===== config.mk =====
export PLATFORM = sky130hd
export DESIGN_NAME = regfile_write_arbiter_flat
export DESIGN_NICKNAME = d
export VERILOG_FILES = /design/src/rtl/regfile_write_arbiter_if.sv /design/src/rtl/regfile_write_arbiter.sv /design/src/flat_wrapper.sv
export SDC_FILE = /design/constraint.sdc
export NUM_CORES = 1
export LEC_CHECK = 0
export ABC_AREA = 1
export CORE_MARGIN = 2
export CORE_UTILIZATION = 58
export DETAILED_ROUTE_END_ITERATION = 12
export PLACE_DENSITY = 0.93
export SETUP_SLACK_MARGIN = 0.1
export SYNTH_ARGS = -nofsm -noshare
export SYNTH_HDL_FRONTEND = slang
export SYNTH_SLANG_ARGS = --single-unit

===== constraint.sdc =====
create_clock -name clock -period 4 [get_ports clock]
set_input_delay 0.6 -clock clock [delete_from_list [all_inputs] [get_ports clock]]
set_output_delay 0.6 -clock clock [all_outputs]
set_load 0.005 [all_outputs]

===== src/rtl/regfile_write_arbiter_if.sv =====
// Bus between the writeback stage, the coprocessor request port and the register-file
// write port. The master side drives requests; the arbiter sits on the slave side.
interface regfile_write_arbiter_if #(
  parameter int DATA_W     = 32,
  parameter int ADDR_W     = 5,
  parameter int FIFO_DEPTH = 4
);
  localparam int CNT_W = $clog2(FIFO_DEPTH) + 1;

  logic              wb_valid;
  logic              wb_ready;
  logic [ADDR_W-1:0] wb_reg;
  logic [DATA_W-1:0] wb_data;

  logic              cp_req_valid;
  logic              cp_req_ready;
  logic [ADDR_W-1:0] cp_req_reg;
  logic [DATA_W-1:0] cp_req_data;

  logic              ctrl_writeEnable;
  logic [ADDR_W-1:0] ctrl_writeReg;
  logic [DATA_W-1:0] data_writeReg;
  logic [CNT_W-1:0]  fifo_count;
  logic              forced_slot;

  modport master (
    output wb_valid, wb_reg, wb_data,
    output cp_req_valid, cp_req_reg, cp_req_data,
    input  wb_ready, cp_req_ready,
    input  ctrl_writeEnable, ctrl_writeReg, data_writeReg, fifo_count, forced_slot
  );

  modport slave (
    input  wb_valid, wb_reg, wb_data,
    input  cp_req_valid, cp_req_reg, cp_req_data,
    output wb_ready, cp_req_ready,
    output ctrl_writeEnable, ctrl_writeReg, data_writeReg, fifo_count, forced_slot
  );
endinterface


===== src/rtl/regfile_write_arbiter.sv =====
// Shares the register-file write port: writeback has priority, coprocessor writes queue in a
// FIFO and drain in idle slots, with a starvation counter that forces a coprocessor slot.
module regfile_write_arbiter #(
  parameter int DATA_W       = 32,
  parameter int ADDR_W       = 5,
  parameter int FIFO_DEPTH   = 4,
  parameter int STARVE_LIMIT = 8
) (
  input  logic                  clock,
  input  logic                  ctrl_reset_n,
  regfile_write_arbiter_if.slave bus
);
  localparam int PTR_W    = $clog2(FIFO_DEPTH);
  localparam int CNT_W    = PTR_W + 1;
  localparam int STARVE_W = $clog2(STARVE_LIMIT + 1);
  localparam int ENTRY_W  = ADDR_W + DATA_W;

  logic [ENTRY_W-1:0]  mem_q [FIFO_DEPTH];
  logic [PTR_W-1:0]    wr_ptr_q, wr_ptr_d, rd_ptr_q, rd_ptr_d;
  logic [CNT_W-1:0]    count_q, count_d;
  logic [STARVE_W-1:0] starve_q, starve_d;
  logic                en_q, en_d;
  logic [ADDR_W-1:0]   reg_q, reg_d;
  logic [DATA_W-1:0]   data_q, data_d;
  logic                forced_q, forced_d;

  logic               fifo_empty, fifo_full, forced, grant_wb, grant_cp, push, pop;
  logic [ENTRY_W-1:0] head;

  always_comb begin
    head       = mem_q[rd_ptr_q];
    fifo_empty = (count_q == '0);
    fifo_full  = (count_q == CNT_W'(FIFO_DEPTH));
    forced     = (starve_q == STARVE_W'(STARVE_LIMIT)) && !fifo_empty;
    grant_wb   = bus.wb_valid && !forced;
    grant_cp   = !fifo_empty && !grant_wb;
    // Full blocks pushes even when a pop happens in the same cycle.
    push       = bus.cp_req_valid && !fifo_full;
    pop        = grant_cp;
  end

  always_comb begin
    wr_ptr_d = wr_ptr_q;
    rd_ptr_d = rd_ptr_q;
    count_d  = count_q;
    starve_d = starve_q;
    en_d     = 1'b0;
    reg_d    = reg_q;
    data_d   = data_q;
    forced_d = forced;

    if (push) wr_ptr_d = wr_ptr_q + PTR_W'(1);
    if (pop)  rd_ptr_d = rd_ptr_q + PTR_W'(1);
    if (push && !pop)      count_d = count_q + CNT_W'(1);
    else if (pop && !push) count_d = count_q - CNT_W'(1);

    if (pop || fifo_empty)
      starve_d = '0;
    else if (grant_wb && (starve_q != STARVE_W'(STARVE_LIMIT)))
      starve_d = starve_q + STARVE_W'(1);

    // Register 0 is consumed like any other slot but never enabled at the port.
    if (grant_wb) begin
      reg_d  = bus.wb_reg;
      data_d = bus.wb_data;
      en_d   = (bus.wb_reg != '0);
    end else if (grant_cp) begin
      reg_d  = head[ENTRY_W-1:DATA_W];
      data_d = head[DATA_W-1:0];
      en_d   = (head[ENTRY_W-1:DATA_W] != '0);
    end
  end

  always_ff @(posedge clock) begin
    if (push) mem_q[wr_ptr_q] <= {bus.cp_req_reg, bus.cp_req_data};
  end

  always_ff @(posedge clock or negedge ctrl_reset_n) begin
    if (!ctrl_reset_n) begin
      wr_ptr_q <= '0;
      rd_ptr_q <= '0;
      count_q  <= '0;
      starve_q <= '0;
      en_q     <= 1'b0;
      reg_q    <= '0;
      data_q   <= '0;
      forced_q <= 1'b0;
    end else begin
      wr_ptr_q <= wr_ptr_d;
      rd_ptr_q <= rd_ptr_d;
      count_q  <= count_d;
      starve_q <= starve_d;
      en_q     <= en_d;
      reg_q    <= reg_d;
      data_q   <= data_d;
      forced_q <= forced_d;
    end
  end

  assign bus.wb_ready         = !forced;
  assign bus.cp_req_ready     = !fifo_full;
  assign bus.ctrl_writeEnable = en_q;
  assign bus.ctrl_writeReg    = reg_q;
  assign bus.data_writeReg    = data_q;
  assign bus.fifo_count       = count_q;
  assign bus.forced_slot      = forced_q;
endmodule


===== src/flat_wrapper.sv =====
// flat-port wrapper written by rule: the top's interface ports become plain ports
module regfile_write_arbiter_flat 
#(
  parameter int DATA_W       = 32,
  parameter int ADDR_W       = 5,
  parameter int FIFO_DEPTH   = 4,
  parameter int STARVE_LIMIT = 8
)
  (clock, ctrl_reset_n, bus_wb_valid, bus_wb_reg, bus_wb_data, bus_cp_req_valid, bus_cp_req_reg, bus_cp_req_data, bus_wb_ready, bus_cp_req_ready, bus_ctrl_writeEnable, bus_ctrl_writeReg, bus_data_writeReg, bus_fifo_count, bus_forced_slot);
  regfile_write_arbiter_if #(.DATA_W(DATA_W), .ADDR_W(ADDR_W), .FIFO_DEPTH(FIFO_DEPTH)) bus_i ();
  input  logic clock;
  input  logic ctrl_reset_n;
  input wire logic [$bits(bus_i.wb_valid)-1:0] bus_wb_valid;
  input wire logic [$bits(bus_i.wb_reg)-1:0] bus_wb_reg;
  input wire logic [$bits(bus_i.wb_data)-1:0] bus_wb_data;
  input wire logic [$bits(bus_i.cp_req_valid)-1:0] bus_cp_req_valid;
  input wire logic [$bits(bus_i.cp_req_reg)-1:0] bus_cp_req_reg;
  input wire logic [$bits(bus_i.cp_req_data)-1:0] bus_cp_req_data;
  output wire logic [$bits(bus_i.wb_ready)-1:0] bus_wb_ready;
  output wire logic [$bits(bus_i.cp_req_ready)-1:0] bus_cp_req_ready;
  output wire logic [$bits(bus_i.ctrl_writeEnable)-1:0] bus_ctrl_writeEnable;
  output wire logic [$bits(bus_i.ctrl_writeReg)-1:0] bus_ctrl_writeReg;
  output wire logic [$bits(bus_i.data_writeReg)-1:0] bus_data_writeReg;
  output wire logic [$bits(bus_i.fifo_count)-1:0] bus_fifo_count;
  output wire logic [$bits(bus_i.forced_slot)-1:0] bus_forced_slot;
  assign bus_i.wb_valid = bus_wb_valid;
  assign bus_i.wb_reg = bus_wb_reg;
  assign bus_i.wb_data = bus_wb_data;
  assign bus_i.cp_req_valid = bus_cp_req_valid;
  assign bus_i.cp_req_reg = bus_cp_req_reg;
  assign bus_i.cp_req_data = bus_cp_req_data;
  assign bus_wb_ready = bus_i.wb_ready;
  assign bus_cp_req_ready = bus_i.cp_req_ready;
  assign bus_ctrl_writeEnable = bus_i.ctrl_writeEnable;
  assign bus_ctrl_writeReg = bus_i.ctrl_writeReg;
  assign bus_data_writeReg = bus_i.data_writeReg;
  assign bus_fifo_count = bus_i.fifo_count;
  assign bus_forced_slot = bus_i.forced_slot;
  regfile_write_arbiter #(.DATA_W(DATA_W), .ADDR_W(ADDR_W), .FIFO_DEPTH(FIFO_DEPTH), .STARVE_LIMIT(STARVE_LIMIT)) u_core (.clock(clock), .ctrl_reset_n(ctrl_reset_n), .bus(bus_i));
endmodule

After elaboration in Yosys (flattened, before gate mapping)
Memories as Yosys holds them, arrays and structs flattened.
Cells that the tools add are included.
{ "op_classes": {"muxes": 12, "n_reduce_logical": 20, "eq_ne": 3, "add_sub_neg": 5} }
{ "ops": {"columns": ["cell", "count"], "rows": [
  ["32-bit two-way mux", 2],
  ["5-bit two-way mux", 2],
  ["5-bit nonzero test", 2],
  ["4-bit two-way mux", 2],
  ["1-bit logical AND", 7],
  ["1-bit logical NOT", 6],
  ["3-bit two-way mux", 2],
  ["2-bit nonzero test", 3],
  ["2-bit by 1-bit adder with 2-bit output, second input constant", 2],
  ["4-bit by 1-bit adder with 4-bit output, second input constant", 1],
  ["4-bit == test, second input constant", 1],
  ["1-bit two-way mux", 4],
  ["4-bit inequality test, second input constant", 1],
  ["3-bit by 1-bit adder with 3-bit output, second input constant", 1],
  ["3-bit == test, second input constant", 1],
  ["3-bit logical NOT", 1],
  ["3-bit by 1-bit subtractor with 3-bit output, second input constant", 1],
  ["1-bit logical OR", 1]
]} }
{ "totals": {"output_inout_bits": 44, "regBits": 50, "input_bits": 78, "wordCells": 49, "mem_count": 1, "mem_bits_rw": 148} }
{ "memory_table": {"columns": ["name", "depth", "word_bits", "read_ports", "rd_ports_with_merged_regs", "wr", "line_no", "rtl"], "rows": [
  ["u_core.mem_q", 4, 37, 1, 0, 1, "regfile_write_arbiter.sv:18", "logic [ENTRY_W-1:0] mem_q [FIFO_DEPTH];"]
]} }

Longest topological paths before layout
Gate-level depths: netlist of run 1.
{ "depth": {"ltp_word": 10, "depth_mapped": 11, "depth_no_buf": 11} }

Worst setup path after synthesis of run 1
No wires, ideal clock.
{ "synth_timing": {"path_kind": "register to register", "startpoint": "register u_core.count_q[0] (netlist: u_core.bus.fifo_count[0])", "endpoint": "memory u_core.mem_q[0][0] in the netlist's numbering (enable)", "n_path_buf": 0, "period_less_slack_ns": 2.762, "t_arrival_ns": 2.330, "slack_ns": 1.238, "required_ns": 3.569, "path_stages_with_launch": 5, "cell_sequence": "dfrtp_1 nor2_4 nand2_1 nand2_1 nor2_1"} }
{ "synth_between": {"elab_chain_len": 5} }
{ "synth_lines": {"columns": ["item", "line_no", "rtl"], "rows": [
  ["start, declared", "regfile_write_arbiter.sv:20", "logic [CNT_W-1:0] count_q, count_d;"],
  ["start signal, assigned", "regfile_write_arbiter.sv:91", "count_q <= count_d;"],
  ["3-bit == test", "regfile_write_arbiter.sv:33", "fifo_full = (count_q == CNT_W'(FIFO_DEPTH));"],
  ["1-bit logical NOT", null, null],
  ["net bus_cp_req_ready", "flat_wrapper.sv:20", "output wire logic [$bits(bus_i.cp_req_ready)-1:0] bus_cp_req_ready;"],
  ["1-bit logical AND", "regfile_write_arbiter.sv:38", "push = bus.cp_req_valid && !fifo_full;"],
  ["1-bit two-way mux", "regfile_write_arbiter.sv:75", "if (push) mem_q[wr_ptr_q] <= {bus.cp_req_reg, bus.cp_req_data};"],
  ["1-bit two-way mux (implied by the code)", "regfile_write_arbiter.sv:75", null],
  ["end, declared", "regfile_write_arbiter.sv:18", null]
]} }
The timed path passes the listed nets, and every way through them passes these cells.

Worst setup path in the final report of run 1
{ "layout_timing": {"startpoint": "register u_core.starve_q[0]", "endpoint": "output port bus_wb_ready"} }
{ "layout_between": {"elab_chain_len": 3} }
{ "layout_lines": {"columns": ["item", "line_no", "rtl"], "rows": [
  ["start, declared", "regfile_write_arbiter.sv:21", "logic [STARVE_W-1:0] starve_q, starve_d;"],
  ["start signal, assigned", "regfile_write_arbiter.sv:92", "starve_q <= starve_d;"],
  ["4-bit == test", "regfile_write_arbiter.sv:34", "forced = (starve_q == STARVE_W'(STARVE_LIMIT)) && !fifo_empty;"],
  ["1-bit logical AND", "regfile_write_arbiter.sv:34", null],
  ["1-bit logical NOT", "regfile_write_arbiter.sv:100", "assign bus.wb_ready = !forced;"],
  ["end, declared", "flat_wrapper.sv:19", "output wire logic [$bits(bus_i.wb_ready)-1:0] bus_wb_ready;"]
]} }
No other way between the ends.

==> results.sh, run 1 <==
export IMPL_period_needed_ns=2.69
export IMPL_vias=5861
export IMPL_slew_viol_final=0
export IMPL_wl_um=19000
export IMPL_slowest_delay_ns=0.56
export IMPL_yosys_area_share_simple=0.243
export IMPL_max_slew_margin=0.171
export IMPL_cts_setup_buffers=0
export IMPL_r2r_cells=11
export IMPL_drtIter0Drc=656
export IMPL_core_area_um2=14000
export IMPL_numClockSinks=198
export IMPL_die_width_um=124
export IMPL_synthCells=742
export IMPL_grt_ovfl_total=0
export IMPL_htreeDepth=4
export IMPL_finalSetupViolations=0
export IMPL_timing_rr_start="u_core.starve_q[0]$_DFFE_PN0P_"
export IMPL_cp_top_family="buffers and inverters"
export IMPL_pin_count=122
export IMPL_endpoint_kind="output pin"
export IMPL_avgViaCountPerCell=5.62
export IMPL_pre_cts_ws_ns=1.33
export IMPL_fp_row_count=43
export IMPL_ir_drop_mv=0.402
export IMPL_drtPass1Iterations=5
export IMPL_fin_crit_sh=0.673
export IMPL_ys_seq_area_frac=0.682
export IMPL_hold_viol=0
export IMPL_grt_pass1_wl_um=29300
export IMPL_outcome="completed"
export IMPL_synth_ff_type="edfxtp_1"
export IMPL_cp_start_kind="register"
export IMPL_yosysTopAreaCell="edfxtp_1"
export IMPL_wl_per_cell_um=18.2
export IMPL_post_cts_resized=0
export IMPL_synth_cell_types=28
export IMPL_synth_edf_count=148
export IMPL_reg2reg_slack_ns=1.67
export IMPL_synthAdderAreaFrac=0.0129
export IMPL_portBuffers=121
export IMPL_path_class="reg2out"
export IMPL_post_place_cells=1011
export IMPL_synth_fp_nets=828
export IMPL_hold_path_class="in2async"
export IMPL_cts_hold_buffers=0
export IMPL_cp_cell_sequence="inv_1 -> ha_1 -> nand3b_4 -> inv_2 -> nand2_8 -> clkdlybuf4s50_1"
export IMPL_synth_top_area_frac=0.533
export IMPL_cts_clk_slew_worst_paths_ns=0.07
export IMPL_rsz0062_at_grt="false"
export IMPL_tns_ns=0
export IMPL_stdcell_count=1043
export IMPL_grt_pass1_vias=5781
export IMPL_yosysWarnings=0
export IMPL_syn_avg_cell_area_um2=11.2
export IMPL_antenna_found_initial=0
export IMPL_clock_fmax_mhz=372
export IMPL_grt_max_degree=77
export IMPL_initial_core_util=0.597
export IMPL_ant_nets=0
export IMPL_nFillCells=929
export IMPL_path_buf_inv=3
export IMPL_cts_max_path_buffers=2
export IMPL_drive_gt1_frac=0.0684
export IMPL_grt_util_all_layers=0.262
export IMPL_slowest_stage="clkdlybuf4s50_1"
export IMPL_synth_compound_area_share=0.00915
export IMPL_cts_tree="built"
export IMPL_drv_cap=0
export IMPL_clk_latency_ns=0.44
export IMPL_synth_seq_cells=198
export IMPL_timing_rr_end="u_core.bus.fifo_count[2]$_DFFE_PN0P_"
export IMPL_antennaDiodeCount=0
export IMPL_cts_root_buf="clkbuf_16"
export IMPL_gp_congestion=0.758
export IMPL_synth_mux_area_frac=0.00135
export IMPL_drc=0
export IMPL_arrival_ns=2.09
export IMPL_nNetsFinal=936
export IMPL_fin_util=0.726
export IMPL_die_h_um=124
export IMPL_dieArea_um2=15400
export IMPL_power_total_mw=6.99
export IMPL_async_flop_share=0.253
export IMPL_synthTopCellsByArea="edfxtp_1 (53%), dfrtp_1 (15%), nand2_1 (13%), nand3_1 (6.5%), nand3b_1 (2.9%)"
export IMPL_skew_ns=0.00762
export IMPL_hpwl_um=10800
export IMPL_crit_path_max_fanout=35
export IMPL_required_ns=3.40
export IMPL_setup_slack_ns=1.31
export IMPL_cellLeakagePower_nw=4.05
export IMPL_p_per_area_nw_per_um2=689
export IMPL_syn_area_um2=8350
export IMPL_cts_buffers=17
export IMPL_synthXorXnorAreaFrac=0.00735
export IMPL_synth_top_family_by_area="simple AND/OR/NAND/NOR gates"
export IMPL_area_growth_pct=21.6
export IMPL_tightest_slew_ns=1.24
cells by family after synthesis:
logic type,after synthesis
AND/OR/NAND/NOR,455
flip-flops,198
buffers and inverters,62
AO/OA/AOI/OAI,11
adder cells (fa/ha/maj),8
XOR/XNOR,7
multiplexers,1
sequential cells by signal (all words and copies together) (netlist names):
register and cells:
u_core.bus.data_writeReg 32, u_core.rd_ptr_q 2, u_core.bus.ctrl_writeReg 5, u_core.bus.ctrl_writeEnable 1, u_core.bus.forced_slot 1, u_core.wr_ptr_q 2
u_core.starve_q 4, u_core.mem_q 148, u_core.bus.fifo_count 3
worst max path at each step:
stage          cells past startpoint  slack [ns]                                 start                             to
6_report                           6        1.31        u_core.starve_q[0]$_DFFE_PN0P_                   bus_wb_ready
5_1_grt                            6        1.21        u_core.starve_q[0]$_DFFE_PN0P_                   bus_wb_ready
4_1_cts                            6        1.29        u_core.starve_q[0]$_DFFE_PN0P_                   bus_wb_ready
3_5_place_dp                       4        1.33                      bus_cp_req_valid  u_core.mem_q[0][20]$_DFFE_PP_
3_3_place_gp                       4        1.37                      bus_cp_req_valid  u_core.mem_q[0][27]$_DFFE_PP_
2_1_floorplan                      4        1.24  u_core.bus.fifo_count[0]$_DFFE_PN0P_   u_core.mem_q[0][0]$_DFFE_PP_
metrics by stage:
stage | cell area, um2 | hold WS (ns)
6_report | 10200 | 0.283
5_1_grt | 10200 | 0.332
4_1_cts | 10200 | 0.291
3_5_place_dp | 9590 | 0.466
3_3_place_gp | 9590 | 0.465
2_1_floorplan | 8350 | 0.304
metal layers:
| metal | track usage | up-vias | part of all wire |
|---|---|---|---|
| met5 | 0 | - | 0 |
| met4 | 0.119 | 0 | 0.028 |
| met3 | 0.0696 | 40 | 0.078 |
| met2 | 0.432 | 289 | 0.50 |
| met1 | 0.326 | 2808 | 0.39 |
| li1 | - | 2724 | - |
layout make-up:
class	count	area, um2	share of cell area
well taps	180	225	0.0222
clock buffers	17	425	0.0419
flip-flops and latches	198	5700	0.561
clock inverters	15	138	0.0136
repair buffers	131	1280	0.126
inverters	20	75.1	0.00739
multi-input cells	482	2310	0.228
cells in the final DEF (no fill, tap or decap), types with 4 or more instances in the layout:
cell	n
nand2_1	300
edfxtp_1	148
clkdlybuf4s50_1	119
nand3_1	108
dfrtp_1	48
nand3b_1	32
inv_1	17
clkbuf_16	17
buf_4	10
ha_1	7
nor2_4	6
clkinv_2	6
o211ai_1	5
xor2_1	5
nor2_1	4
synthesized netlist by cell type, types with 2 or more instances:
master	count
nand3_1	108
inv_2	3
nor2_1	8
buf_4	5
buf_2	19
nand2_4	2
o21ai_0	2
o211ai_1	5
dfrtp_1	50
nand2_1	300
inv_1	17
edfxtp_1	148
nand3b_1	32
clkbuf_1	6
xnor2_1	2
xor2_1	5
ha_1	7
buf_6	12
nor2_4	2
report_power, final:
group	total (mW)	switching, mW	internal [mW]
logic	2.35	1.42	0.930
registers	2.99	0.217	2.77
clock network	1.65	0.743	0.910
total	6.99	2.38	4.61
(Power assumes the default switching activity.)
==> run 2: changes to the inputs <==
--- a/config.mk
+++ b/config.mk
@@ -7,9 +7,9 @@
 export LEC_CHECK = 0
 export ABC_AREA = 1
 export CORE_MARGIN = 2
-export CORE_UTILIZATION = 58
+export CORE_UTILIZATION = 54
 export DETAILED_ROUTE_END_ITERATION = 12
-export PLACE_DENSITY = 0.93
+export PLACE_DENSITY = 0.88
 export SETUP_SLACK_MARGIN = 0.1
 export SYNTH_ARGS = -nofsm -noshare
 export SYNTH_HDL_FRONTEND = slang
==> constraint.sdc (replaced) <==
create_clock -name clock -period 2.5 [get_ports clock]
set_input_delay 0.375 -clock clock [delete_from_list [all_inputs] [get_ports clock]]
set_output_delay 0.375 -clock clock [all_outputs]
set_load 0.005 [all_outputs]
==> results.sh, run 2 (synthesized netlist as in run 1, its figures left out) <==
export IMPL_vias=5823
export IMPL_numClockSinks=198
export IMPL_finalSetupViolations=0
export IMPL_antennaDiodeCount=0
export IMPL_die_width_um=128
export IMPL_crit_path_max_fanout=5
export IMPL_cts_clk_slew_worst_paths_ns=0.06
export IMPL_drtIter0Drc=540
export IMPL_cts_max_path_buffers=2
export IMPL_hold_path_class="in2async"
export IMPL_core_area_um2=15100
export IMPL_area_growth_pct=24.1
export IMPL_hpwl_um=11000
export IMPL_pin_count=122
export IMPL_cts_buffers=17
export IMPL_htreeDepth=4
export IMPL_tns_ns=0
export IMPL_largest_reg_flops=148
export IMPL_tightest_slew_ns=0.790
export IMPL_dr_wl_met2_um=9660
export IMPL_regArea_um2=5700
export IMPL_nNetsFinal=948
export IMPL_largest_register="u_core.mem_q"
export IMPL_setup_slack_ns=0.253
export IMPL_antenna_found_initial=0
export IMPL_wl_per_cell_um=17.7
export IMPL_top_layer="met4"
export IMPL_skew_ns=0.0148
export IMPL_avgViaCountPerCell=5.48
export IMPL_cellLeakagePower_nw=4.13
export IMPL_wl_met1_um=7420
export IMPL_path_class="reg2out"
export IMPL_outcome="completed"
export IMPL_grt_pass1_vias=5762
export IMPL_endpoint_kind="output pin"
export IMPL_drive_gt1_frac=0.0744
export IMPL_cts_tree="built"
export IMPL_die_h_um=128
export IMPL_ir_drop_mv=0.665
export IMPL_dieArea_um2=16500
export IMPL_drv_cap=0
export IMPL_hold_viol=0
export IMPL_grt_pass1_wl_um=29400
export IMPL_layout_common_cells="nand2_1 (300), edfxtp_1 (148), clkdlybuf4s50_1 (119)"
export IMPL_wl_um=18800
export IMPL_cts_root_buf="clkbuf_16"
export IMPL_ant_nets=0
export IMPL_grt_util_all_layers=0.239
export IMPL_portBuffers=121
export IMPL_fin_crit_sh=0.899
export IMPL_met3_length_um=1360
export IMPL_gp_congestion=0.758
export IMPL_pre_cts_ws_ns=0.355
export IMPL_slew_viol_final=0
export IMPL_fp_row_count=45
export IMPL_max_slew_margin=0.473
export IMPL_multi_input_area_um2=2330
export IMPL_drc=0
export IMPL_clk_latency_ns=0.44
export IMPL_grt_ovfl_total=0
export IMPL_cp_start_kind="register"
export IMPL_p_per_area_nw_per_um2=1090
export IMPL_required_ns=2.12
export IMPL_period_needed_ns=2.25
export IMPL_clock_fmax_mhz=445
export IMPL_drtPass1Iterations=8
export IMPL_nFillCells=1035
export IMPL_grt_max_degree=77
export IMPL_rsz0062_at_grt="false"
export IMPL_initial_core_util=0.551
export IMPL_arrival_ns=1.87
export IMPL_layout_commonest_cell="nand2_1"
## run 2: changes by cell type in the layout (fill, tap and decap cells not counted), moves of 3 or more
cell / delta
clkbuf_8: +5
clkinv_2: -5
clkinvlp_4: -3
buf_12: +6
buf_4: +4
clkbuf_1: +6
## run 2: cell type report
cell class,instances,share of cell area
flip-flops and latches,198,0.550
multi-input cells,483,0.225
repair buffers,142,0.139
clock buffers,28,0.0499
well taps,188,0.0227
inverters,20,0.00749
clock inverters,3,0.00628
## run 2: path summary, 6_finish.rpt
kind	depth (start not counted)	startpoint	slack (ns)	end
min in group clock	2	u_core.bus.data_writeReg[8]$_DFFE_PN0P_	0.48	u_core.bus.data_writeReg[8]$_DFFE_PN0P_
max in group asynchronous	3	ctrl_reset_n	1.79	u_core.rd_ptr_q[0]$_DFFE_PN0P_
worst min-delay path	3	ctrl_reset_n	0.46	u_core.bus.data_writeReg[18]$_DFFE_PN0P_
worst max register to register	11	u_core.starve_q[0]$_DFFE_PN0P_	0.35	u_core.bus.fifo_count[2]$_DFFE_PN0P_
worst min register to register	2	u_core.bus.data_writeReg[8]$_DFFE_PN0P_	0.48	u_core.bus.data_writeReg[8]$_DFFE_PN0P_
worst max-delay path	6	u_core.starve_q[0]$_DFFE_PN0P_	0.25	bus_wb_ready
## run 2: critical path: stages, from the launching register on
cell             delay (ns)
dfrtp_1                0.41
inv_1                  0.07
ha_1                   0.19
nand3b_4               0.11
inv_4                  0.14
nand2_8                0.08
clkdlybuf4s50_1        0.45
## run 2: per-layer routing
metal | vias to the layer above | global-route usage
li1 | 2743 | -
met1 | 2820 | 0.293
met2 | 232 | 0.411
met3 | 28 | 0.0513
met4 | 0 | 0.105
met5 | - | 0
## run 2: power breakdown
part	internal, mW	switching [mW]
combinational	1.59	2.26
clock	1.60	1.10
sequential	4.43	0.339
## run 2: repair_timing
item,4_1_cts,5_1_grt
setup endpoints to repair,1,1
gates cloned,1,0
pin swaps,1,1
hold buffers,1,0
resized for setup,1,0
endpoints found under the hold margin,50,0
setup buffers,0,3
## run 2: per-stage QoR
step	util	std cells	hold slack (ns)	power (mW)	area, um2
after CTS	0.682	1059	0.457	11.4	10300
after floorplan	-	742	0.0794	7.13	8350
after detailed placement	0.642	1026	0.393	8.66	9730
after global placement	0.642	1026	0.388	8.48	9730
final	0.684	1062	0.455	11.3	10400
after global routing	0.684	1062	0.493	12.0	10400
==> run 3: changes to the inputs <==
--- a/config.mk
+++ b/config.mk
@@ -11,6 +11,7 @@
 export DETAILED_ROUTE_END_ITERATION = 12
 export PLACE_DENSITY = 0.88
 export SETUP_SLACK_MARGIN = 0.1
+export SKIP_LAST_GASP = 1
 export SYNTH_ARGS = -nofsm -noshare
 export SYNTH_HDL_FRONTEND = slang
 export SYNTH_SLANG_ARGS = --single-unit
==> results of run 3 <==
No change in the layout: final DEF, timing and power equal those of run 2.
